[src/rtl/morse_pkg.sv]
// Shared types and constants for the Morse decoder: FSM states and symbol codes.
package morse_pkg;

  localparam int CODE_W = 5;

  localparam logic [CODE_W-1:0] CODE_SPACE = 5'd26;
  localparam logic [CODE_W-1:0] CODE_ERR   = 5'd31;

  typedef enum logic [1:0] {
    IDLE,
    PRESS,
    GAP,
    WAIT_WORD
  } state_e;

endpackage

[src/rtl/morse_lut.sv]
// Combinational ITU Morse lookup: element pattern (bit 0 = first, 1 = dash) to A-Z code.
module morse_lut
  import morse_pkg::*;
(
  input  logic [2:0]        len_i,
  input  logic [3:0]        pattern_i,
  input  logic              overflow_i,
  output logic [CODE_W-1:0] code_o
);

  // Any length/pattern pair not listed falls through to the error code.
  always_comb begin
    code_o = CODE_ERR;
    if (!overflow_i) begin
      case (len_i)
        3'd1: code_o = pattern_i[0] ? 5'd19 : 5'd4;
        3'd2: begin
          case (pattern_i[1:0])
            2'b00:   code_o = 5'd8;
            2'b10:   code_o = 5'd0;
            2'b01:   code_o = 5'd13;
            default: code_o = 5'd12;
          endcase
        end
        3'd3: begin
          case (pattern_i[2:0])
            3'b000:  code_o = 5'd18;
            3'b100:  code_o = 5'd20;
            3'b010:  code_o = 5'd17;
            3'b110:  code_o = 5'd22;
            3'b001:  code_o = 5'd3;
            3'b101:  code_o = 5'd10;
            3'b011:  code_o = 5'd6;
            default: code_o = 5'd14;
          endcase
        end
        3'd4: begin
          case (pattern_i)
            4'b0000: code_o = 5'd7;
            4'b1000: code_o = 5'd21;
            4'b0100: code_o = 5'd5;
            4'b0010: code_o = 5'd11;
            4'b0110: code_o = 5'd15;
            4'b1110: code_o = 5'd9;
            4'b0001: code_o = 5'd1;
            4'b1001: code_o = 5'd23;
            4'b0101: code_o = 5'd2;
            4'b1101: code_o = 5'd24;
            4'b0011: code_o = 5'd25;
            4'b1011: code_o = 5'd16;
            default: code_o = CODE_ERR;
          endcase
        end
        default: code_o = CODE_ERR;
      endcase
    end
  end

endmodule

[src/rtl/morse_decoder.sv]
// Morse key decoder: times presses and gaps in ticks, emits letter codes and
// spaces with a one-cycle strobe for the scrolling display buffer.
module morse_decoder
  import morse_pkg::*;
#(
  parameter int DOT_TICKS  = 3,
  parameter int LETTER_GAP = 3,
  parameter int WORD_GAP   = 7
) (
  input  logic              clk,
  input  logic              reset,
  input  logic              tick,
  input  logic              key,
  output logic [CODE_W-1:0] letter,
  output logic              ex
);

  localparam int CNT_W = $clog2(WORD_GAP + 1);
  localparam logic [CNT_W-1:0] LETTER_MAX = CNT_W'(LETTER_GAP);
  localparam logic [CNT_W-1:0] WORD_MAX   = CNT_W'(WORD_GAP);

  state_e            state_q, state_d;
  logic [CNT_W-1:0]  cnt_q, cnt_d;
  logic [3:0]        pattern_q, pattern_d;
  logic [2:0]        len_q, len_d;
  logic              ovf_q, ovf_d;
  logic [CODE_W-1:0] letter_q, letter_d;
  logic              ex_q, ex_d;

  logic [CNT_W-1:0]  cntInc;
  logic [CNT_W-1:0]  cntStep;
  logic              isDash;
  logic              letterEnd;
  logic              wordEnd;
  logic [CODE_W-1:0] lutCode;

  morse_lut u_lut (
    .len_i      (len_q),
    .pattern_i  (pattern_q),
    .overflow_i (ovf_q),
    .code_o     (lutCode)
  );

  // Counter saturates at WORD_GAP so a long hold or gap never wraps.
  assign cntInc    = (cnt_q == WORD_MAX) ? cnt_q : cnt_q + 1'b1;
  assign cntStep   = tick ? cntInc : cnt_q;
  assign isDash    = int'(cnt_q) >= DOT_TICKS;
  assign letterEnd = (state_q == GAP) && !key && tick && (cntInc == LETTER_MAX);
  assign wordEnd   = (state_q == WAIT_WORD) && !key && tick && (cntInc == WORD_MAX);

  always_ff @(posedge clk or posedge reset) begin
    if (reset) begin
      state_q   <= IDLE;
      cnt_q     <= '0;
      pattern_q <= '0;
      len_q     <= '0;
      ovf_q     <= 1'b0;
      letter_q  <= CODE_SPACE;
      ex_q      <= 1'b0;
    end else begin
      state_q   <= state_d;
      cnt_q     <= cnt_d;
      pattern_q <= pattern_d;
      len_q     <= len_d;
      ovf_q     <= ovf_d;
      letter_q  <= letter_d;
      ex_q      <= ex_d;
    end
  end

  // A key rise always wins over gap expiry in the same cycle.
  always_comb begin
    state_d = state_q;
    case (state_q)
      IDLE:      if (key) state_d = PRESS;
      PRESS:     if (!key) state_d = GAP;
      GAP: begin
        if (key)            state_d = PRESS;
        else if (letterEnd) state_d = WAIT_WORD;
      end
      WAIT_WORD: begin
        if (key)          state_d = PRESS;
        else if (wordEnd) state_d = IDLE;
      end
      default:   state_d = IDLE;
    endcase
  end

  always_comb begin
    cnt_d     = cnt_q;
    pattern_d = pattern_q;
    len_d     = len_q;
    ovf_d     = ovf_q;
    letter_d  = letter_q;
    ex_d      = 1'b0;
    case (state_q)
      IDLE: if (key) cnt_d = '0;
      PRESS: begin
        if (!key) begin
          cnt_d = '0;
          if (len_q == 3'd4) begin
            ovf_d = 1'b1;
          end else begin
            pattern_d[len_q[1:0]] = isDash;
            len_d = len_q + 3'd1;
          end
        end else begin
          cnt_d = cntStep;
        end
      end
      GAP: begin
        if (key) begin
          cnt_d = '0;
        end else begin
          cnt_d = cntStep;
          if (letterEnd) begin
            letter_d  = lutCode;
            ex_d      = 1'b1;
            pattern_d = '0;
            len_d     = '0;
            ovf_d     = 1'b0;
          end
        end
      end
      WAIT_WORD: begin
        if (key) begin
          cnt_d = '0;
        end else begin
          cnt_d = cntStep;
          if (wordEnd) begin
            letter_d = CODE_SPACE;
            ex_d     = 1'b1;
          end
        end
      end
      default: cnt_d = '0;
    endcase
  end

  assign letter = letter_q;
  assign ex     = ex_q;

endmodule

[config.mk]
export PLATFORM = sky130hd
export DESIGN_NAME = morse_decoder
export DESIGN_NICKNAME = d
export VERILOG_FILES = /design/src/rtl/morse_pkg.sv /design/src/rtl/morse_lut.sv /design/src/rtl/morse_decoder.sv
export SDC_FILE = /design/constraint.sdc
export NUM_CORES = 1
export LEC_CHECK = 0
export BUFFER_PORTS_ARGS = -buffer_cell sky130_fd_sc_hd__buf_2
export CAP_MARGIN = 20
export CORE_UTILIZATION = 45
export DETAILED_ROUTE_END_ITERATION = 7
export PLACE_DENSITY = 0.72
export SYNTH_ARGS = -nofsm -noshare
export SYNTH_HDL_FRONTEND = slang
export SYNTH_HIERARCHICAL = 1
export SYNTH_SLANG_ARGS = --single-unit
[constraint.sdc]
create_clock -name clk -period 2.37 [get_ports clk]
set_input_delay 0.474 -clock clk [delete_from_list [all_inputs] [get_ports clk]]
set_output_delay 0.474 -clock clk [all_outputs]
set_load 0.005 [all_outputs]
==> results.json, run 1 <==
{
  "route.detailed.drc": 0,
  "ys_ff_latch": 19,
  "nFillCells": 329,
  "grt_max_degree": 20,
  "initial_core_util_pct": 47.2,
  "gp_congestion": 0.814,
  "drt_first_iter_violations": 66,
  "path_class": "reg -> reg",
  "seq_area_frac_synth_pct": 30.2,
  "layout_min_cycle_time_ns": 2.26,
  "multi_input_area_mm2": 0.00101,
  "synth_top_area_share_pct": 25.2,
  "cts_buffers": 3,
  "vias": 1251,
  "synthTopCellsByArea": "dfrtp_1, ha_1, dfstp_2",
  "tns_ns": 0,
  "overflow": 0,
  "seq_area_um2": 480,
  "ys_types": 53,
  "min_path_type": "in -> async",
  "clk_latency_ns": 0.30,
  "antenna_found_initial": 0,
  "grt_pass1_wl_um": 5150,
  "finalMaxSlewViolations": 0,
  "tritoncts": "done",
  "cts_hold_buf": 0,
  "status": "complete, no violations",
  "worstSetupEndpointType": "flop",
  "cts_buffer_depth": 2,
  "final_cell_mix": "nand2_1, dfrtp_1, a21oi_1, ha_1, nor2_1",
  "die_area_mm2": 0.00377,
  "maxUsedRoutingLayer": "met4",
  "synth_top_family_by_area": "simple AND/OR/NAND/NOR gates",
  "rsz0062_at_grt": "false",
  "die_width_um": 61.4,
  "yosys_warnings": 6,
  "firstDrtPassIters": 4,
  "skew_ns": 0.00483,
  "wl_met3_um": 82,
  "setup_viol": 0,
  "vias_per_cell": 5.49,
  "path_clk_slew_ns": 0.13,
  "syn_inst": 175,
  "power_density_mw_per_mm2": 898,
  "postRouteAntennaNets": 0,
  "cellLeakagePower_uw": 0.000747,
  "max-vdd-ir-drop_mv": 0.384,
  "syn_avg_cell_area_um2": 9.08,
  "insertedDiodeCount": 0,
  "synthMuxAreaShare_pct": 6.14,
  "worstPathMaxFanout": 11,
  "cp.arrival_ns": 2.50,
  "wl_met1_um": 1470,
  "period_share_pct": 95.2,
  "synthAdderAreaFrac_pct": 9.45,
  "slew_headroom_pct": 52.3,
  "synthesis.area_mm2": 0.00159,
  "portBuffers": 9,
  "fmax_ghz": 0.443,
  "start_kind": "flop",
  "grt_pass1_vias": 1109,
  "layout-drive-gt1-share_pct": 20.9,
  "cts-root-buf": "clkbuf_4",
  "hpwl_um": 2340,
  "clock-sinks": 19,
  "track_usage_pct": 18.3,
  "htreeDepth": 1,
  "synthSimpleGateAreaFrac_pct": 26.7,
  "die_h_um": 61.4,
  "required_ns": 2.61,
  "drv_cap": 0,
  "syn_to_final_growth_pct": 5.04,
  "whs_ns": 0.261,
  "routed_wl_um": 3100,
  "wl_per_cell_um": 13.6,
  "num_rows": 21,
  "nets": 199,
  "layout_commonest_cell": "nand2_1",
  "route.met2.wl_um": 1500,
  "final-hold-violation-count": 0,
  "io_pins": 10,
  "core_mm2": 0.00336,
  "synth.largest_area_cell": "dfrtp_1",
  "synth-xor-area-share_pct": 1.57,
  "synth-compound-area-share_pct": 19.9,
  "worst_pin_slew_ns": 0.715,
  "syn_nets": 191
}
[critical path, cell delays in order (launching register included)]
cell and delay, ns:
dfrtp_2 0.49, inv_1 0.13, ha_1 0.28, nor3_1 0.21, nand2_1 0.12, a221oi_1 0.36
o21ai_1 0.12, or2b_1 0.23, mux2_4 0.26
[power by group]
part | leakage, uW | switching (uW) | total, uW | internal [uW]
Combinational | 0.000514 | 396 | 731 | 335
Sequential | 0.000216 | 165 | 590 | 425
Clock | 0.0000177 | 115 | 178 | 62.9
[flip-flops by register name, indices dropped and copies added (netlist names)]
name / flops
cnt_q: 3
len_q: 3
state_q: 2
ovf_q: 1
pattern_q: 4
letter: 5
ex: 1
[worst paths after layout]
check	startpoint	endpoint	slack [ns]	depth (start not counted)
min in group clk	key	state_q[1]$_DFFE_PP0P_	0.44	2
min	reset	letter[2]$_DFFE_PP0P_	0.26	2
max reg2reg	pattern_q[0]$_DFFE_PP0P_	letter[1]$_DFFE_PP1P_	0.11	8
min reg2reg	letter[2]$_DFFE_PP0P_	letter[2]$_DFFE_PP0P_	0.53	2
max	pattern_q[0]$_DFFE_PP0P_	letter[1]$_DFFE_PP1P_	0.11	8
max in group asynchronous	reset	pattern_q[0]$_DFFE_PP0P_	1.62	2
[area by class of cell]
| cell class | count | share of cell area (%) |
|---|---|---|
| tap | 46 | 3.45 |
| clock inverter | 1 | 0.300 |
| clock buffer | 3 | 1.35 |
| inverter | 10 | 2.25 |
| sequential | 19 | 28.8 |
| timing repair buffer | 10 | 3.15 |
| multi-input combinational | 139 | 60.7 |
[per-stage QoR]
stage,instance area (um2),setup slack (ns),total power (uW),util (%),cells
floorplan,1590,0.338,1160,-,175
CTS,1670,0.0788,1490,49.6,228
detailed placement,1640,0.0916,1310,48.8,224
global route,1670,0.00239,1630,49.6,228
finish,1670,0.114,1500,49.6,228
global placement,1640,0.305,1280,48.8,224
[synthesized netlist by cell type, drive strengths merged]
cell / n
nand2: 21
o22ai: 2
and2: 1
and3: 1
nor3b: 7
dfstp: 3
o21bai: 1
dfrtp: 16
and3b: 2
nor3: 3
a22oi: 1
inv: 10
or2: 1
a21boi: 1
or3b: 1
a211oi: 3
nand3: 4
a31oi: 2
o221ai: 2
nand2b: 5
nand4: 1
a311o: 1
mux2i: 4
o211ai: 1
mux2: 3
o311ai: 1
o21ai: 14
a32oi: 1
or2b: 3
and2b: 2
a221oi: 2
buf: 7
nor2b: 5
a21oi: 12
nor2: 13
xor2: 2
a2111oi: 1
o41ai: 1
nand3b: 2
ha: 12
[logic make-up after synthesis]
group,after synthesis
simple gates,72
xor+xnor,2
compound gates,46
flops,19
buf+inv,17
fa+ha+maj,12
mux,7
[layer usage]
metal,vias to the layer above,global-route usage (%)
met5,-,0
met2,27,31.8
met4,0,4.76
met1,584,23.5
li1,634,-
met3,6,3.15
[what timing repair did]
item / CTS / global route
setup endpoints to repair: 0 / 1
gates resized for setup: 0 / 1
buffers inserted: 0 / 0
No activity file was read; power rests on OpenSTA's default activity.
==> run 2, diff against run 1 <==
--- a/config.mk
+++ b/config.mk
@@ -5,9 +5,11 @@
 export SDC_FILE = /design/constraint.sdc
 export NUM_CORES = 1
 export LEC_CHECK = 0
-export BUFFER_PORTS_ARGS = -buffer_cell sky130_fd_sc_hd__buf_2
+export ABC_CLOCK_PERIOD_IN_PS = 2370
+export BUFFER_PORTS_ARGS = -buffer_cell sky130_fd_sc_hd__buf_4
 export CAP_MARGIN = 20
 export CORE_UTILIZATION = 45
+export CTS_CLUSTER_SIZE = 14
 export DETAILED_ROUTE_END_ITERATION = 7
 export PLACE_DENSITY = 0.72
 export SYNTH_ARGS = -nofsm -noshare
==> results.json, run 2 (synthesized netlist as in run 1, its figures left out) <==
{
  "drv_cap": 0,
  "clock-sinks": 19,
  "layout_min_cycle_time_ns": 2.22,
  "num_rows": 21,
  "cts_buffers": 3,
  "skew_ns": 0.00775,
  "gp_congestion": 0.865,
  "fmax_ghz": 0.451,
  "die_area_mm2": 0.00377,
  "htreeDepth": 1,
  "track_usage_pct": 18.2,
  "min_path_type": "in -> async",
  "postRouteAntennaNets": 0,
  "clk_latency_ns": 0.30,
  "required_ns": 2.60,
  "layout_commonest_cell": "nand2_1",
  "vias": 1264,
  "route.detailed.drc": 0,
  "place_inst": 224,
  "power_density_mw_per_mm2": 887,
  "portBuffers": 9,
  "initial_core_util_pct": 47.2,
  "cp.arrival_ns": 2.45,
  "grt_pass1_vias": 1163,
  "die_width_um": 61.4,
  "insertedDiodeCount": 0,
  "worstPathMaxFanout": 11,
  "setup_viol": 0,
  "max-vdd-ir-drop_mv": 0.432,
  "largest_reg_flops": 5,
  "start_kind": "flop",
  "crit_chain": "inv_1, ha_1, nor2b_1, a211oi_1, o221ai_1, or2b_2, mux2_4",
  "firstDrtPassIters": 4,
  "worst_pin_slew_ns": 0.722,
  "cts-root-buf": "clkbuf_4",
  "layout-drive-gt1-share_pct": 20.3,
  "drt_first_iter_violations": 78,
  "status": "complete, no violations",
  "cts_hold_buf": 0,
  "syn_to_final_growth_pct": 6.38,
  "finalMaxSlewViolations": 0,
  "period_share_pct": 93.6,
  "core_mm2": 0.00336,
  "wl_per_cell_um": 13.4,
  "slew_headroom_pct": 51.8,
  "post_cts_buffers": 0,
  "hpwl_um": 2330,
  "cts_buffer_depth": 2,
  "routed_wl_um": 3060,
  "nFillCells": 326,
  "overflow": 0,
  "final_cell_mix": "nand2_1, dfrtp_1, a21oi_1, ha_1, nor2_1",
  "tritoncts": "done",
  "cellLeakagePower_uw": 0.000756,
  "grt_pass1_wl_um": 5130,
  "crit_buf_inv": 1,
  "rsz0062_at_grt": "false",
  "final-hold-violation-count": 0,
  "die_h_um": 61.4,
  "path_class": "reg -> reg",
  "antenna_found_initial": 0,
  "path_clk_slew_ns": 0.12,
  "cp_slowest_cell": "dfrtp_1",
  "crit_path_max_incr_delay_ns": 0.54,
  "nets": 199,
  "cts_resized": 0,
  "grt_max_degree": 20,
  "worstSetupEndpointType": "flop",
  "finalPower_uw": 1500,
  "vias_per_cell": 5.54,
  "stdcell_count": 228,
  "whs_ns": 0.281,
  "tns_ns": 0,
  "io_pins": 10,
  "critical_path.top_delay_family": "flip-flops"
}
-- run 2: where the power goes --
part	total [uW]	internal [uW]	switching, uW
Combinational	742	352	390
Sequential	590	424	165
Clock	168	62.9	105
Total	1500	839	660
-- run 2: metrics by stage --
step / cell area, um2 / util (%) / setup WS [ns]
floorplan: 1590 / - / 0.338
finish: 1690 / 50.3 / 0.151
global route: 1690 / 50.3 / 0.00664
CTS: 1690 / 50.3 / 0.183
detailed placement: 1660 / 49.4 / 0.211
global placement: 1660 / 49.4 / 0.307
-- run 2: per-layer routing --
| metal | vias to the layer above | global-route usage, % | wire (um) |
|---|---|---|---|
| met5 | - | 0 | 0 |
| met4 | 0 | 4.44 | 28 |
| met3 | 4 | 3.99 | 82 |
| met2 | 23 | 32.6 | 1530 |
| met1 | 599 | 22.4 | 1420 |
| li1 | 638 | - | - |
-- run 2: final timing paths --
kind                       depth (start not counted)                startpoint  slack (ns)                endpoint
hold / removal                                     2                     reset        0.28       ovf_q$_DFFE_PP0P_
min in group clk                                   2                       key        0.41  state_q[1]$_DFFE_PP0P_
hold reg to reg                                    2     letter[2]$_DFFE_PP0P_        0.54   letter[2]$_DFFE_PP0P_
max in group asynchronous                          2                     reset        1.63    cnt_q[2]$_DFFE_PP0P_
setup reg to reg                                   7  pattern_q[0]$_DFFE_PP0P_        0.15   letter[4]$_DFFE_PP1P_
setup / recovery                                   7  pattern_q[0]$_DFFE_PP0P_        0.15   letter[4]$_DFFE_PP1P_
-- run 2: final cells by class --
class	instances	area [um2]	area share (%)
multi-input cells	139	1010	60.0
clock inverters	1	5.00	0.296
inverters	10	37.5	2.22
repair buffers	10	75.1	4.44
flip-flops and latches	19	479	28.3
well taps	46	57.6	3.40
clock buffers	3	22.5	1.33
-- run 2: worst register-to-register path: stages, from the launching register on --
cell	delay (ns)
dfrtp_1	0.54
inv_1	0.16
ha_1	0.27
nor2b_1	0.16
a211oi_1	0.28
o221ai_1	0.17
or2b_2	0.31
mux2_4	0.26
